**src/rtl/ram_sequencer.sv**
```systemverilog
// ram_sequencer: turns one byte/half/word load or store request into a
// sequence of single-byte accesses on a byte-wide synchronous block RAM.
//
// Each byte goes through SETUP (address/data/enables presented) and CAPTURE
// (enables held while the RAM performs its registered read). Every output
// is registered from the state of the previous cycle. This places the RAM
// strobe one cycle after SETUP, so the read byte is captured one cycle later
// still. Completion (done) follows 2n+1 edges after the edge that accepted
// start, where n is the byte count.
//
// Optional feature: define RAM_SEQ_MISALIGN_TRAP_EN to reject misaligned
// half/word accesses. Such an access skips the RAM entirely and completes
// with error=1. Without the macro, misaligned accesses are performed bytewise
// and error stays 0.

module ram_sequencer #(
  parameter int ADDR_WIDTH = 14
) (
  input  logic                  clk,
  input  logic                  reset,
  input  logic                  start,
  input  logic [ADDR_WIDTH-1:0] address,
  input  logic [1:0]            size,
  input  logic                  is_signed,
  input  logic                  write,
  input  logic [31:0]           wdata,
  output logic [31:0]           rdata,
  output logic                  busy,
  output logic                  done,
  output logic                  error,
  output logic [ADDR_WIDTH-1:0] ram_address,
  output logic [7:0]            ram_data_in,
  input  logic [7:0]            ram_data_out,
  output logic                  ram_chip_enable,
  output logic                  ram_write_enable
);

  localparam logic [1:0] IDLE    = 2'd0;
  localparam logic [1:0] SETUP   = 2'd1;
  localparam logic [1:0] CAPTURE = 2'd2;
  localparam logic [1:0] DONE    = 2'd3;

  // Sequencing state
  logic [1:0]            state_reg, state_next;
  logic [1:0]            k_reg, k_next;
  logic [1:0]            last_k_reg;
  logic [ADDR_WIDTH-1:0] addr_reg;
  logic                  signed_reg;
  logic                  write_reg;
  logic                  trap_reg;
  logic [31:0]           wdata_reg;

  // Request decode
  logic                  accept;
  logic                  misaligned;
  logic [1:0]            req_last_k;

  // Registered outputs
  logic [31:0]           rdata_reg, rdata_next;
  logic                  busy_reg, busy_next;
  logic                  done_reg, done_next;
  logic                  error_reg, error_next;
  logic [ADDR_WIDTH-1:0] ram_address_reg, ram_address_next;
  logic [7:0]            ram_data_in_reg, ram_data_in_next;
  logic                  ram_ce_reg, ram_ce_next;
  logic                  ram_we_reg, ram_we_next;

  // Read-capture pipeline: the RAM byte for lane cap_k appears one cycle
  // after the CAPTURE state, so the lane index and "last byte" flag ride along.
  logic                  cap_pend_reg, cap_pend_next;
  logic [1:0]            cap_k_reg, cap_k_next;
  logic                  cap_last_reg, cap_last_next;
  logic [3:0]            hit_mask;
  logic [3:0]            fill_mask;
  logic [7:0]            fill_byte;

  // Index of the final byte: 0 for byte, 1 for half, 3 for word (size 11 = word).
  assign req_last_k = (size == 2'b00) ? 2'd0 :
                      (size == 2'b01) ? 2'd1 : 2'd3;

  // A request is taken only from an idle sequencer that is not showing done.
  assign accept = (state_reg == IDLE) && start && !busy_reg && !done_reg;

`ifdef RAM_SEQ_MISALIGN_TRAP_EN
  // Halves need an even address, words a 4-byte aligned one.
  assign misaligned = ((size == 2'b01) && address[0]) ||
                      (size[1] && (address[1:0] != 2'b00));
`else
  assign misaligned = 1'b0;
`endif

  // Next-state and byte-index logic of the access sequencer
  always_comb begin
    state_next = state_reg;
    k_next     = k_reg;
    case (state_reg)
      IDLE: begin
        if (accept) begin
          k_next     = 2'd0;
          state_next = misaligned ? DONE : SETUP;
        end
      end
      SETUP: begin
        state_next = CAPTURE;
      end
      CAPTURE: begin
        if (k_reg == last_k_reg) begin
          state_next = DONE;
        end else begin
          k_next     = k_reg + 2'd1;
          state_next = SETUP;
        end
      end
      DONE: begin
        state_next = IDLE;
      end
      default: begin
        state_next = IDLE;
      end
    endcase
  end

  // Sequencer state and the request fields latched when start is accepted
  always_ff @(posedge clk or negedge reset) begin
    if (!reset) begin
      state_reg  <= IDLE;
      k_reg      <= 2'd0;
      last_k_reg <= 2'd0;
      addr_reg   <= '0;
      signed_reg <= 1'b0;
      write_reg  <= 1'b0;
      trap_reg   <= 1'b0;
      wdata_reg  <= 32'd0;
    end else begin
      state_reg <= state_next;
      k_reg     <= k_next;
      if (accept) begin
        last_k_reg <= req_last_k;
        addr_reg   <= address;
        signed_reg <= is_signed;
        write_reg  <= write;
        trap_reg   <= misaligned;
        wdata_reg  <= wdata;
      end
    end
  end

  // Output values derived from the current state, registered on the next edge
  always_comb begin
    ram_address_next = ram_address_reg;
    ram_data_in_next = ram_data_in_reg;
    ram_ce_next      = 1'b0;
    ram_we_next      = 1'b0;
    case (state_reg)
      SETUP: begin
        // Address wraps naturally at 2^ADDR_WIDTH through the truncated add.
        ram_address_next = addr_reg + {{(ADDR_WIDTH-2){1'b0}}, k_reg};
        ram_data_in_next = wdata_reg[8*k_reg +: 8];
        ram_ce_next      = 1'b1;
        ram_we_next      = write_reg;
      end
      CAPTURE: begin
        // Hold the strobe so the RAM sees a stable access for its read.
        ram_ce_next = ram_ce_reg;
        ram_we_next = ram_we_reg;
      end
      default: begin
      end
    endcase

    done_next  = (state_reg == DONE);
    error_next = (state_reg == DONE) && trap_reg;

    if (accept) begin
      busy_next = 1'b1;
    end else if (state_reg == DONE) begin
      busy_next = 1'b0;
    end else begin
      busy_next = busy_reg;
    end

    cap_pend_next = (state_reg == CAPTURE) && !write_reg;
    cap_k_next    = k_reg;
    cap_last_next = (k_reg == last_k_reg);
  end

  // Lane selection for the arriving read byte and the sign/zero fill above it
  assign hit_mask  = 4'b0001 << cap_k_reg;
  assign fill_mask = 4'b1110 << cap_k_reg;
  assign fill_byte = (signed_reg && ram_data_out[7]) ? 8'hFF : 8'h00;

  genvar gi;
  generate
    for (gi = 0; gi < 4; gi++) begin : g_lane
      // Each rdata byte either takes the RAM byte, the fill byte on the final
      // capture of a short load, or keeps its value (stores never touch it).
      assign rdata_next[8*gi +: 8] =
        !cap_pend_reg                    ? rdata_reg[8*gi +: 8] :
        hit_mask[gi]                     ? ram_data_out :
        (cap_last_reg && fill_mask[gi])  ? fill_byte :
                                           rdata_reg[8*gi +: 8];
    end
  endgenerate

  // Registered outputs and the read-capture pipeline
  always_ff @(posedge clk or negedge reset) begin
    if (!reset) begin
      rdata_reg       <= 32'd0;
      busy_reg        <= 1'b0;
      done_reg        <= 1'b0;
      error_reg       <= 1'b0;
      ram_address_reg <= '0;
      ram_data_in_reg <= 8'd0;
      ram_ce_reg      <= 1'b0;
      ram_we_reg      <= 1'b0;
      cap_pend_reg    <= 1'b0;
      cap_k_reg       <= 2'd0;
      cap_last_reg    <= 1'b0;
    end else begin
      rdata_reg       <= rdata_next;
      busy_reg        <= busy_next;
      done_reg        <= done_next;
      error_reg       <= error_next;
      ram_address_reg <= ram_address_next;
      ram_data_in_reg <= ram_data_in_next;
      ram_ce_reg      <= ram_ce_next;
      ram_we_reg      <= ram_we_next;
      cap_pend_reg    <= cap_pend_next;
      cap_k_reg       <= cap_k_next;
      cap_last_reg    <= cap_last_next;
    end
  end

  assign rdata            = rdata_reg;
  assign busy             = busy_reg;
  assign done             = done_reg;
  assign error            = error_reg;
  assign ram_address      = ram_address_reg;
  assign ram_data_in      = ram_data_in_reg;
  assign ram_chip_enable  = ram_ce_reg;
  assign ram_write_enable = ram_we_reg;

endmodule

```
**config.mk**
```make
export PLATFORM = sky130hd
export DESIGN_NAME = ram_sequencer
export DESIGN_NICKNAME = d
export VERILOG_FILES = /design/src/rtl/ram_sequencer.sv
export SDC_FILE = /design/constraint.sdc
export NUM_CORES = 1
export LEC_CHECK = 0
export BUFFER_PORTS_ARGS = -buffer_cell sky130_fd_sc_hd__buf_2
export CORE_ASPECT_RATIO = 1.25
export CORE_MARGIN = 8
export CORE_UTILIZATION = 48
export DETAILED_ROUTE_END_ITERATION = 7
export GPL_TIMING_DRIVEN = 0
export PLACE_DENSITY = 0.76
export SETUP_SLACK_MARGIN = 0.15
export SLEW_MARGIN = 40
export SYNTH_ARGS = -nofsm -noshare
export SYNTH_HDL_FRONTEND = slang
export SYNTH_SLANG_ARGS = --single-unit
```
**constraint.sdc**
```tcl
create_clock -name clk -period 1.8 [get_ports clk]
set_clock_uncertainty 0.1 [all_clocks]
set_input_delay 0.36 -clock clk [delete_from_list [all_inputs] [get_ports clk]]
set_output_delay 0.36 -clock clk [all_outputs]
set_load 0.1 [all_outputs]
```
==> impl_metrics.tcl, run 1 <==
set metrics [dict create \
    outcome "finished, final reports clean" \
    crit_type "register to register" \
    cts_buffer_depth 2 \
    worstSetupStartpointType "register" \
    fin_nets 619 \
    hp-start "wdata[10]" \
    grt-ovfl-total 0 \
    yosys_warnings 0 \
    fin_area_sq_um 7330 \
    place_congestion 0.821 \
    setup_viol 0 \
    hold_ws_ns 0.0821 \
    grt_setup_unrepaired "yes" \
    area_delta_synth_final_pct 49.4 \
    crit_path_end_kind "register" \
    cts_root_buf "clkbuf_16" \
    grt_pass1_vias 3922 \
    required_ns 1.99 \
    maxCapViolCount 0 \
    die_w_microns 106 \
    worst_slew_pin_slew_ns 0.632 \
    reg2reg_setup_slack_ns 0.002 \
    synth_adder_area_share 0.00918 \
    synth_edf_count 0 \
    io_buffers 118 \
    grt_max_degree 67 \
    clock_latency_ns 0.41 \
    hold_end "wdata_reg[10]" \
    grt_pass1_wl_mm 19.8 \
    die_h_microns 129 \
    via_count 3699 \
    timing.rr.end "wdata_reg[0]" \
    crit_top_cell "buf_4" \
    r2r_cells 5 \
    synthCells 394 \
    slew_viol_final 0 \
    synth_flop_cell "dfrtp_1" \
    numCtsBuffers 17 \
    drt_wl_total_mm 13.6 \
    placement.cell_area_sq_um 5730 \
    finalHoldViolCount 0 \
    synth-compound-area-share 0.0709 \
    synth-xor-area-share 0.0250 \
    fmax_mhz 556 \
    ant_nets 0 \
    drive_above_1_share 0.516 \
    synth_area_leader_cell "dfrtp_1" \
    r2r-start "done" \
    yosysSeqAreaShare 0.592 \
    worst_path_dominant_cell_family "flip-flops" \
    finalCriticalPeriod_ns 1.80 \
    cts_htree_levels 4 \
    path_max_fanout 2 \
    synth.avg_cell_area_sq_um 12.4 \
    yosys.area_share.simple 0.0908 \
    drtIter0Drc 140 \
    finalCritPeriodShare 0.999 \
    slowest_delay_ns 0.49 \
    ios 120 \
    syn-cell-area_sq_um 4900 \
    tns_ns 0 \
    slew_headroom 0.579 \
    dpl.hpwl_mm 8.37 \
    arrival_ns 1.99 \
    vias_per_cell 5.31 \
    drt_first_pass_iters 5 \
    die_area_sq_um 13700 \
    synth.lib_cells_used.distinct 33 \
    start_util 0.490 \
    yosys-top-cells-area "dfrtp_1 59%, mux2_1 10%, mux2_2 5.1%, mux4_2 3.7%, nand2_1 3.5%" \
    synth_mux_area_frac 0.191 \
    track_usage 0.186 \
    synth_top_area_share 0.592 \
    cts.clk_slew.worst_paths_ns 0.06 \
    diodes 0 \
    hold_path.class "input pin to register" \
    path_cells "nor4_4 -> buf_4 -> buf_12 -> buf_4 -> mux2_2" \
    synth_seq_cells 116 \
    wl_per_cell_microns 19.5 \
    crit_path_top_delay_cell "dfrtp_4" \
    coreArea_sq_um 10000 \
    async_reset_ff_frac 1.00 \
    synth_nets 458 \
    cts_tree "yes" \
    critical_path_buf_inv_count 3 \
    rows 41 \
    clock-sinks 116 \
    min_delay_path_depth 2 \
    drc 0 \
    fillers 641 \
    synth_top_family_by_area "multiplexers" \
    antenna_found_initial 0 \
]
kinds of logic (layout without fill, tap and decap cells):
| logic type | after synthesis | after routing |
|---|---|---|
| flops | 116 | 116 |
| simple gates | 95 | 95 |
| mux | 75 | 75 |
| compound gates | 66 | 66 |
| buf+inv | 24 | 198 |
| xor+xnor | 14 | 14 |
| fa+ha+maj | 3 | 3 |
| other cells | 1 | 1 |
cell usage after synthesis, drive strengths merged, types with 3 or more instances:
library cell,instances
nand4,7
nand2,46
buf,9
xnor2,8
nor2,20
and4,3
o21ai,36
dfrtp,116
nand2b,4
nor2b,4
mux4,8
a21oi,24
mux2,67
nand3,5
clkbuf,11
xor2,6
inv,4
worst max path at each step:
stage / slack (ns) / startpoint / cells after the start / end
3_5_place_dp: -0.36 / state_reg[1] / 4 / addr_reg[7]
6_report: 0.002 / done / 5 / wdata_reg[0]
2_1_floorplan: -0.04 / done / 3 / addr_reg[0]
3_3_place_gp: -1.38 / reset / 1 / done
5_1_grt: -0.06 / done / 6 / last_k_reg[0]
4_1_cts: 0.05 / state_reg[0] / 6 / wdata_reg[31]
repair_timing:
item                       CTS  global route
cloned                       1             3
pin swaps                    7            14
hold buffers                 1             0
buffers inserted            16             2
resized for setup          110            85
hold endpoints to repair    50             0
setup endpoints to repair  154            99
cell type report:
type	instances	area, sq um	share of cell area
Multi-Input combinational cell	254	2240	0.306
Clock buffer	19	453	0.0618
Tap cell	129	161	0.0220
Clock inverter	13	277	0.0377
Inverter	4	15.0	0.00205
Timing Repair Buffer	142	1050	0.144
Sequential cell	116	2910	0.397
Buffer	20	214	0.0292
placed cells by master, fill, tap and decap left out, types with 3 or more instances in the layout:
master	count
dfrtp_1	111
buf_4	65
buf_2	60
mux2_4	55
nand2_1	45
o21ai_0	27
a21oi_1	24
clkbuf_16	20
nor2_1	14
mux2_2	12
clkbuf_4	10
mux4_2	8
bufinv_16	8
xnor2_1	7
nand4_1	7
o21ai_1	7
xor2_1	6
buf_12	6
buf_6	5
nor2b_1	4
clkbuf_2	4
nor2_2	4
dfrtp_2	4
buf_8	3
inv_1	3
clkbuf_8	3
nand2b_1	3
and4_1	3
nand3_1	3
clkinvlp_4	3
layer usage:
layer  wire length (microns)  up-vias  share of wire  GRT usage
met2                    7130      123           0.52      0.320
met1                    5470     1854           0.40      0.207
li1                        -     1704              -          -
met3                     814       18          0.060     0.0691
met5                       0        -              0          0
met4                     190        0          0.014     0.0622
metrics by stage:
stage	util	worst slack (ns)	cells
6_report	0.732	0.00155	697
5_1_grt	0.732	-0.0556	697
4_1_cts	0.696	0.0451	692
3_5_place_dp	0.573	-0.361	642
3_3_place_gp	0.569	-1.38	641
2_1_floorplan	-	-0.0379	394
Power of run 1 is left out: the tool's default activity adds up to more than one toggle a clock period on the data nets, which glitch-free logic cannot reach.
==> run 2: changes to the inputs <==
Settings changed: REMOVE_ABC_BUFFERS from default to 1.
==> impl_metrics.tcl, run 2 (synthesized netlist as in run 1, its figures left out) <==
set metrics [dict create \
    grt_setup_unrepaired "yes" \
    finalNonFillerCells 698 \
    start_util 0.490 \
    ios 120 \
    cts_htree_levels 4 \
    numCtsBuffers 17 \
    dpl.hpwl_mm 8.14 \
    numPlacedInstances 629 \
    worstSetupStartpointType "register" \
    place_congestion 0.780 \
    vias_per_cell 5.33 \
    cts_root_buf "clkbuf_16" \
    worst_slew_pin_slew_ns 0.537 \
    area.sequential_sq_um 2910 \
    setup_viol 0 \
    finalCritPeriodShare 1.00 \
    coreArea_sq_um 10000 \
    area_delta_synth_final_pct 50.3 \
    cts.clk_slew.worst_paths_ns 0.06 \
    drt_wl_total_mm 13.2 \
    grt-ovfl-total 0 \
    crit_path_end_kind "register" \
    via_count 3721 \
    outcome "finished, final reports clean" \
    crit_type "register to register" \
    drt_first_pass_iters 4 \
    path_max_fanout 8 \
    finalCriticalPeriod_ns 1.80 \
    clock-sinks 116 \
    arrival_ns 1.98 \
    hold_path.class "input pin to register" \
    fin_nets 620 \
    slew_headroom 0.641 \
    tns_ns 0 \
    wl_per_cell_microns 18.9 \
    drtIter0Drc 122 \
    die_w_microns 106 \
    fmax_mhz 556 \
    layout_common_cells "112 x dfrtp_1, 60 x buf_2, 54 x buf_4, 53 x mux2_4, 44 x nand2_1" \
    clock_latency_ns 0.40 \
    grt_pass1_wl_mm 20.5 \
    maxCapViolCount 0 \
    die_h_microns 129 \
    fillers 662 \
    cts_tree "yes" \
    grt_pass1_vias 3998 \
    io_buffers 118 \
    required_ns 1.99 \
    diodes 0 \
    drive_above_1_share 0.524 \
    multi_input_area_sq_um 2270 \
    drc 0 \
    antenna_found_initial 0 \
    track_usage 0.189 \
    finalHoldViolCount 0 \
    die_area_sq_um 13700 \
    ant_nets 0 \
    grt_max_degree 71 \
    rows 41 \
    slew_viol_final 0 \
    cts_buffer_depth 2 \
    layout_commonest_cell "dfrtp_1" \
]
==> run 2: worst max-delay path: stages (launching register included) <==
cell     delay (ns)
dfrtp_2        0.45
nor4_4         0.34
buf_4          0.19
buf_8          0.15
buf_12         0.14
mux2_4         0.30
==> run 2: path summary, 6_finish.rpt <==
check,from,to,slack [ns],depth (start not counted)
setup reg to reg,state_reg[0],wdata_reg[13],0.0005,5
hold / removal,address[11],addr_reg[11],0.08,2
min in group asynchronous,reset,addr_reg[11],0.35,2
max in group asynchronous,reset,cap_k_next[1],0.58,3
setup / recovery,state_reg[0],wdata_reg[13],0.0005,5
hold reg to reg,write_reg,cap_pend_reg,0.33,1
==> run 2: metrics by stage <==
stage | area [sq um] | util | setup slack, ns | hold slack, ns
6_report | 7370 | 0.737 | 0.000528 | 0.0842
5_1_grt | 7370 | 0.737 | -0.0603 | 0.0756
4_1_cts | 7060 | 0.706 | -0.0271 | 0.0571
3_5_place_dp | 5690 | 0.569 | -0.629 | 0.183
3_3_place_gp | 5570 | 0.557 | -2.11 | 0.319
2_1_floorplan | 4820 | - | -1.71 | -0.0356
==> run 2: routing by layer <==
metal,global-route usage,routed length [microns]
met1,0.216,5310
met2,0.328,6850
met3,0.0566,737
met4,0.0680,268
met5,0,0
==> run 2: area by class of cell <==
cell class                 instances  share of cell area
timing repair buffer             163               0.180
tap                              129              0.0219
clock buffer                      19              0.0615
inverter                           4             0.00204
multi-input combinational        254               0.309
clock inverter                    13              0.0309
sequential                       116               0.395
==> run 2: repair_timing <==
action,4_1_cts,5_1_grt
pin swaps,6,12
resized for setup,135,51
gates cloned,0,1
hold buffers,1,0
hold endpoints to repair,46,0
setup buffers,24,11
setup endpoints to repair,134,109
Power of run 2 is left out for the same reason.
